File: config.mk
export PLATFORM = sky130hd
export DESIGN_NAME = rf_access_arbiter
export DESIGN_NICKNAME = d
export VERILOG_FILES = /design/src/rtl/rf_arb_pkg.sv /design/src/rtl/rr_arbiter_2.sv /design/src/rtl/rf_access_arbiter.sv
export SDC_FILE = /design/constraint.sdc
export NUM_CORES = 1
export LEC_CHECK = 0
export CORE_MARGIN = 3
export CORE_UTILIZATION = 41
export CTS_CLUSTER_SIZE = 14
export DETAILED_ROUTE_END_ITERATION = 12
export PLACE_DENSITY = 0.8
export SKIP_LAST_GASP = 1
export SYNTH_ARGS = -nofsm -noshare
export SYNTH_HDL_FRONTEND = slang
export SYNTH_SLANG_ARGS = --single-unit
File: constraint.sdc
create_clock -name CLK -period 2.3 [get_ports CLK]
set_input_delay 0.46 -clock CLK [delete_from_list [all_inputs] [get_ports CLK]]
set_output_delay 0.46 -clock CLK [all_outputs]
set_load 0.005 [all_outputs]
File: src/rtl/rf_arb_pkg.sv
// Shared types and default widths for the register-file access arbiter.
package rf_arb_pkg;

    localparam int DW_DEF    = 16;
    localparam int AW_DEF    = 3;
    localparam int RF_AW_DEF = 8;

    localparam logic REQ0 = 1'b0;
    localparam logic REQ1 = 1'b1;

    typedef enum logic [1:0] {
        IDLE   = 2'd0,
        ISSUE  = 2'd1,
        RDWAIT = 2'd2,
        RESP   = 2'd3
    } arb_state_e;

endpackage

File: src/rtl/rr_arbiter_2.sv
// Two-way round-robin pick: one-hot grant plus the pointer value to adopt after it.
module rr_arbiter_2
    import rf_arb_pkg::*;
(
    input  logic [1:0] req_i,
    input  logic       ptr_i,
    input  logic       advance_i,
    output logic [1:0] gnt_o,
    output logic       ptr_next_o
);

    // A lone requester wins outright; a tie goes to the requester the pointer names.
    always_comb begin
        gnt_o = 2'b00;
        case (req_i)
            2'b01:   gnt_o = 2'b01;
            2'b10:   gnt_o = 2'b10;
            2'b11:   gnt_o = (ptr_i == REQ1) ? 2'b10 : 2'b01;
            default: gnt_o = 2'b00;
        endcase
    end

    // After a grant the pointer favours the requester that lost.
    always_comb begin
        ptr_next_o = ptr_i;
        if (advance_i && (gnt_o != 2'b00)) begin
            ptr_next_o = gnt_o[0] ? REQ1 : REQ0;
        end else begin
            ptr_next_o = ptr_i;
        end
    end

endmodule

File: src/rtl/rf_access_arbiter.sv
// Serialises two requesters onto one register file's WrEn/RdEn command port.
// Define RF_ARB_FIXED_PRIO_EN to make r0 win every tie (no round-robin pointer).
module rf_access_arbiter
    import rf_arb_pkg::*;
#(
    parameter int DW    = DW_DEF,
    parameter int AW    = AW_DEF,
    parameter int RF_AW = RF_AW_DEF
) (
    input  logic             CLK,
    input  logic             RST,

    input  logic             r0_req,
    input  logic             r0_wr,
    input  logic [AW-1:0]    r0_addr,
    input  logic [DW-1:0]    r0_wdata,
    output logic             r0_gnt,
    output logic             r0_rvalid,
    output logic [DW-1:0]    r0_rdata,

    input  logic             r1_req,
    input  logic             r1_wr,
    input  logic [AW-1:0]    r1_addr,
    input  logic [DW-1:0]    r1_wdata,
    output logic             r1_gnt,
    output logic             r1_rvalid,
    output logic [DW-1:0]    r1_rdata,

    output logic             rf_wr_en,
    output logic             rf_rd_en,
    output logic [RF_AW-1:0] rf_address,
    output logic [DW-1:0]    rf_wr_data,
    input  logic [DW-1:0]    rf_rd_data,

    output logic             busy
);

    localparam int PAD = RF_AW - AW;

    arb_state_e       state_q;
    logic             win_q;
    logic             r0_gnt_q;
    logic             r1_gnt_q;
    logic             r0_rvalid_q;
    logic             r1_rvalid_q;
    logic [DW-1:0]    r0_rdata_q;
    logic [DW-1:0]    r1_rdata_q;
    logic             wr_en_q;
    logic             rd_en_q;
    logic [RF_AW-1:0] addr_q;
    logic [DW-1:0]    wdata_q;
    logic             busy_q;

    logic [1:0]       req_s;
    logic [1:0]       pick_s;
    logic             win_s;
    logic             sel_wr_s;
    logic [AW-1:0]    sel_addr_s;
    logic [DW-1:0]    sel_wdata_s;

    assign req_s = {r1_req, r0_req};

`ifdef RF_ARB_FIXED_PRIO_EN
    // r0 takes every tie, so r1 is served only when r0 is quiet.
    always_comb begin
        pick_s = 2'b00;
        if (req_s[0]) begin
            pick_s = 2'b01;
        end else if (req_s[1]) begin
            pick_s = 2'b10;
        end else begin
            pick_s = 2'b00;
        end
    end
`else
    logic ptr_q;
    logic ptr_next_s;

    rr_arbiter_2 u_rr (
        .req_i      (req_s),
        .ptr_i      (ptr_q),
        .advance_i  (state_q == IDLE),
        .gnt_o      (pick_s),
        .ptr_next_o (ptr_next_s)
    );

    // Pointer only moves when a request is actually latched in IDLE.
    always_ff @(posedge CLK or posedge RST) begin
        if (RST) begin
            ptr_q <= REQ0;
        end else if (state_q == IDLE) begin
            ptr_q <= ptr_next_s;
        end else begin
            ptr_q <= ptr_q;
        end
    end
`endif

    assign win_s       = pick_s[1];
    assign sel_wr_s    = win_s ? r1_wr    : r0_wr;
    assign sel_addr_s  = win_s ? r1_addr  : r0_addr;
    assign sel_wdata_s = win_s ? r1_wdata : r0_wdata;

    // Access FSM: strobes default low each cycle, address/data hold between commands.
    always_ff @(posedge CLK or posedge RST) begin
        if (RST) begin
            state_q     <= IDLE;
            win_q       <= REQ0;
            r0_gnt_q    <= 1'b0;
            r1_gnt_q    <= 1'b0;
            r0_rvalid_q <= 1'b0;
            r1_rvalid_q <= 1'b0;
            r0_rdata_q  <= '0;
            r1_rdata_q  <= '0;
            wr_en_q     <= 1'b0;
            rd_en_q     <= 1'b0;
            addr_q      <= '0;
            wdata_q     <= '0;
            busy_q      <= 1'b0;
        end else begin
            r0_gnt_q    <= 1'b0;
            r1_gnt_q    <= 1'b0;
            r0_rvalid_q <= 1'b0;
            r1_rvalid_q <= 1'b0;
            wr_en_q     <= 1'b0;
            rd_en_q     <= 1'b0;
            case (state_q)
                IDLE: begin
                    if (pick_s != 2'b00) begin
                        state_q  <= ISSUE;
                        busy_q   <= 1'b1;
                        win_q    <= win_s;
                        wr_en_q  <= sel_wr_s;
                        rd_en_q  <= ~sel_wr_s;
                        addr_q   <= {{PAD{1'b0}}, sel_addr_s};
                        wdata_q  <= sel_wdata_s;
                        r0_gnt_q <= ~win_s;
                        r1_gnt_q <= win_s;
                    end else begin
                        state_q <= IDLE;
                        busy_q  <= 1'b0;
                    end
                end
                ISSUE: begin
                    // wr_en_q is still high here only for a write command.
                    if (wr_en_q) begin
                        state_q <= IDLE;
                        busy_q  <= 1'b0;
                    end else begin
                        state_q <= RDWAIT;
                        busy_q  <= 1'b1;
                    end
                end
                RDWAIT: begin
                    state_q <= RESP;
                    busy_q  <= 1'b1;
                    if (win_q == REQ1) begin
                        r1_rdata_q  <= rf_rd_data;
                        r1_rvalid_q <= 1'b1;
                    end else begin
                        r0_rdata_q  <= rf_rd_data;
                        r0_rvalid_q <= 1'b1;
                    end
                end
                RESP: begin
                    state_q <= IDLE;
                    busy_q  <= 1'b0;
                end
                default: begin
                    state_q <= IDLE;
                    busy_q  <= 1'b0;
                end
            endcase
        end
    end

    assign r0_gnt     = r0_gnt_q;
    assign r1_gnt     = r1_gnt_q;
    assign r0_rvalid  = r0_rvalid_q;
    assign r1_rvalid  = r1_rvalid_q;
    assign r0_rdata   = r0_rdata_q;
    assign r1_rdata   = r1_rdata_q;
    assign rf_wr_en   = wr_en_q;
    assign rf_rd_en   = rd_en_q;
    assign rf_address = addr_q;
    assign rf_wr_data = wdata_q;
    assign busy       = busy_q;

endmodule

==> out/results.ini <==
[critical_path]
cp-start-kind=flop
worst-path-max-fanout=17
critPathKind=flop to flop
arrival_ns=2.02
cp-end-kind=flop
cp_data_required_time_ns=2.51
ff2ff_path_depth=3

[detailed_routing]
dr.pass1.iters=4
drtAntennaViolNets=0
post_drt_wl_per_cell_um=15.74
drt-initial-drc-count=33
vias_per_cell=5.149
wirelength_mm=6.562
drc_errors=0
num_vias=2147

[die]
fp.dieW_um=86.07
core_area_um2=6061
dieArea_um2=7408
pin_count=123
initial_core_util_pct=43.37
die_height_um=86.07
std_cell_rows=28

[logic_synthesis]
synthTopCellsByCount=dfrtp_1, mux2_2, o21ai_0
synth.avg_cell_area_um2=12.00
synthTopCellsByArea=dfrtp_1, mux2_2, mux2_4
yosysMostFrequentCell=dfrtp_1
syn-cell-area_um2=2629
synth_edf_count=0
yosys.area.top_type_share_pct=59.02
yosys.cell_types.count=24
ys_warn_count=0
synthCells=219
synth-seq-area-share_pct=59.02
ys_ff_latch=62
yosysTopAreaCell=dfrtp_1
async_reset_ff_share_pct=100.0
synth_ff_type=dfrtp_1

[finish]
drive_above_1_share_pct=16.67
area_growth_pct=53.59
nNetsFinal=397
n_fill_cell=481
antenna_cells=0

[timing]
clock_skew_ns=0.01207
min_period_ns=1.813
setup_viol=0
slew-limit-headroom_pct=37.89
finalHoldViolCount=0
setup_ws_ns=0.4875
rsz0062_at_grt=false
finalCritPeriodShare_pct=78.81
setup_tns_ns=0
max_slew.worst_pin.slew_ns=0.9316
slew_viol_final=0
fmax_mhz=551.7

[clock_tree]
cts_tree=done
cts_buffers=9
cts-resized-gates=0
cts.clk_slew.worst_paths_ns=0.07
cts.sinks=62
holdBufCountCts=0
clk_path_buf_depth=2
root_buffer=clkbuf_8
cts_max_level=3
clk_latency_ns=0.33
cts_setup_buffers=0

[global_route]
grt_pass1_vias=2206
grt_pass1_wl_mm=10.79
grt_usage_pct=18.78
antenna_found_initial=0
grt-ovfl-total=0
grt_max_degree=43

[power]
p_leak_nw=1.702
ir_drop_mv=0.8711
p_per_area_nw_per_um2=1299

[placed_design]
post-place-ws_ns=0.2228
port_buffers=117
place_congestion=0.7485
hpwlAfterDp_mm=4.698

[status]
status=completed

[hold_path]
hp-class=input pin to async pin

[job]
cap_viol_max_count=0

registers in the layout, summed over array words and instances, names as in the netlist:
name        count
r0_rdata       16
r1_rdata       16
rf_wr_data     16
rf_address      3
state_q         2
busy            1
ptr_q           1
r0_gnt          1
r0_rvalid       1
r1_gnt          1
r1_rvalid       1
rf_rd_en        1
rf_wr_en        1
win_q           1
where the power goes:
group,total [mW],leakage (nW),switching (mW),internal [mW]
clock,0.961,0.0996,0.402,0.559
sequential,1.92,0.726,0.287,1.64
combinational,2.36,0.876,0.848,1.51
total,5.24,1.70,1.54,3.71
cell families after synthesis:
group | share of synthesized area, %
AO/OA/AOI/OAI | 12.99
buffers and inverters | 5.759
flip-flops | 59.02
multiplexers | 14.99
other | 0.1427
AND/OR/NAND/NOR | 7.092
per-stage QoR:
| step | util (%) | instance area [um2] | hold WS, ns | power, mW | std cells |
|---|---|---|---|---|---|
| after floorplan | - | 2644 | 0.4775 | 2.994 | 223 |
| after global placement | 63.29 | 3836 | 0.4819 | 4.251 | 401 |
| after detailed placement | 63.29 | 3836 | 0.4910 | 4.315 | 401 |
| after CTS | 66.62 | 4038 | 0.4774 | 5.300 | 417 |
| after global routing | 66.62 | 4038 | 0.5070 | 5.610 | 417 |
| final | 66.62 | 4038 | 0.4744 | 5.245 | 417 |
critical path, stage by stage, from the launching register on:
cell	delay, ns
dfrtp_1	0.38
nand2b_4	0.15
or2_1	0.72
mux2_2	0.42
cell usage in the layout (no fill, tap or decap), types with 8 or more instances in the layout:
cell             synthesis  final
clkdlybuf4s50_1          0    117
dfrtp_1                 62     62
mux2_2                  23     23
o21ai_0                 22     22
nand3_1                 21     21
a21oi_1                 21     21
a31oi_1                 19     19
clkbuf_8                 0     11
mux2_4                   9      9
buf_4                    6      8
per-layer routing:
| metal | wire length (um) | track usage (%) | up-vias |
|---|---|---|---|
| li1 | - | - | 1015 |
| met1 | 2941 | 25.85 | 1008 |
| met2 | 2803 | 26.91 | 115 |
| met3 | 684 | 6.052 | 9 |
| met4 | 132 | 8.633 | 0 |
| met5 | 0 | 0 | - |
path summary, 6_finish.rpt:
kind	start	end	slack (ns)
min in group CLK	r1_rdata[11]$_DFFE_PP0P_	r1_rdata[11]$_DFFE_PP0P_	0.50
hold reg to reg	r1_rdata[11]$_DFFE_PP0P_	r1_rdata[11]$_DFFE_PP0P_	0.50
hold / removal	RST	rf_wr_data[5]$_DFFE_PP0P_	0.47
setup / recovery	state_q[0]$_DFF_PP0_	r1_rdata[10]$_DFFE_PP0P_	0.49
setup reg to reg	state_q[0]$_DFF_PP0_	r1_rdata[10]$_DFFE_PP0P_	0.49
max in group asynchronous	RST	r1_rdata[10]$_DFFE_PP0P_	1.34
final cells by class:
cell class | instances | area [um2] | share of cell area [%]
Sequential cell | 62 | 1551 | 38.43
Timing Repair Buffer | 125 | 1231 | 30.49
Multi-Input combinational cell | 134 | 940.9 | 23.30
Clock buffer | 13 | 158.9 | 3.936
Tap cell | 75 | 93.84 | 2.324
Clock inverter | 3 | 42.54 | 1.054
Inverter | 5 | 18.77 | 0.4648
Note: power is estimated with default switching activity, not from simulation.
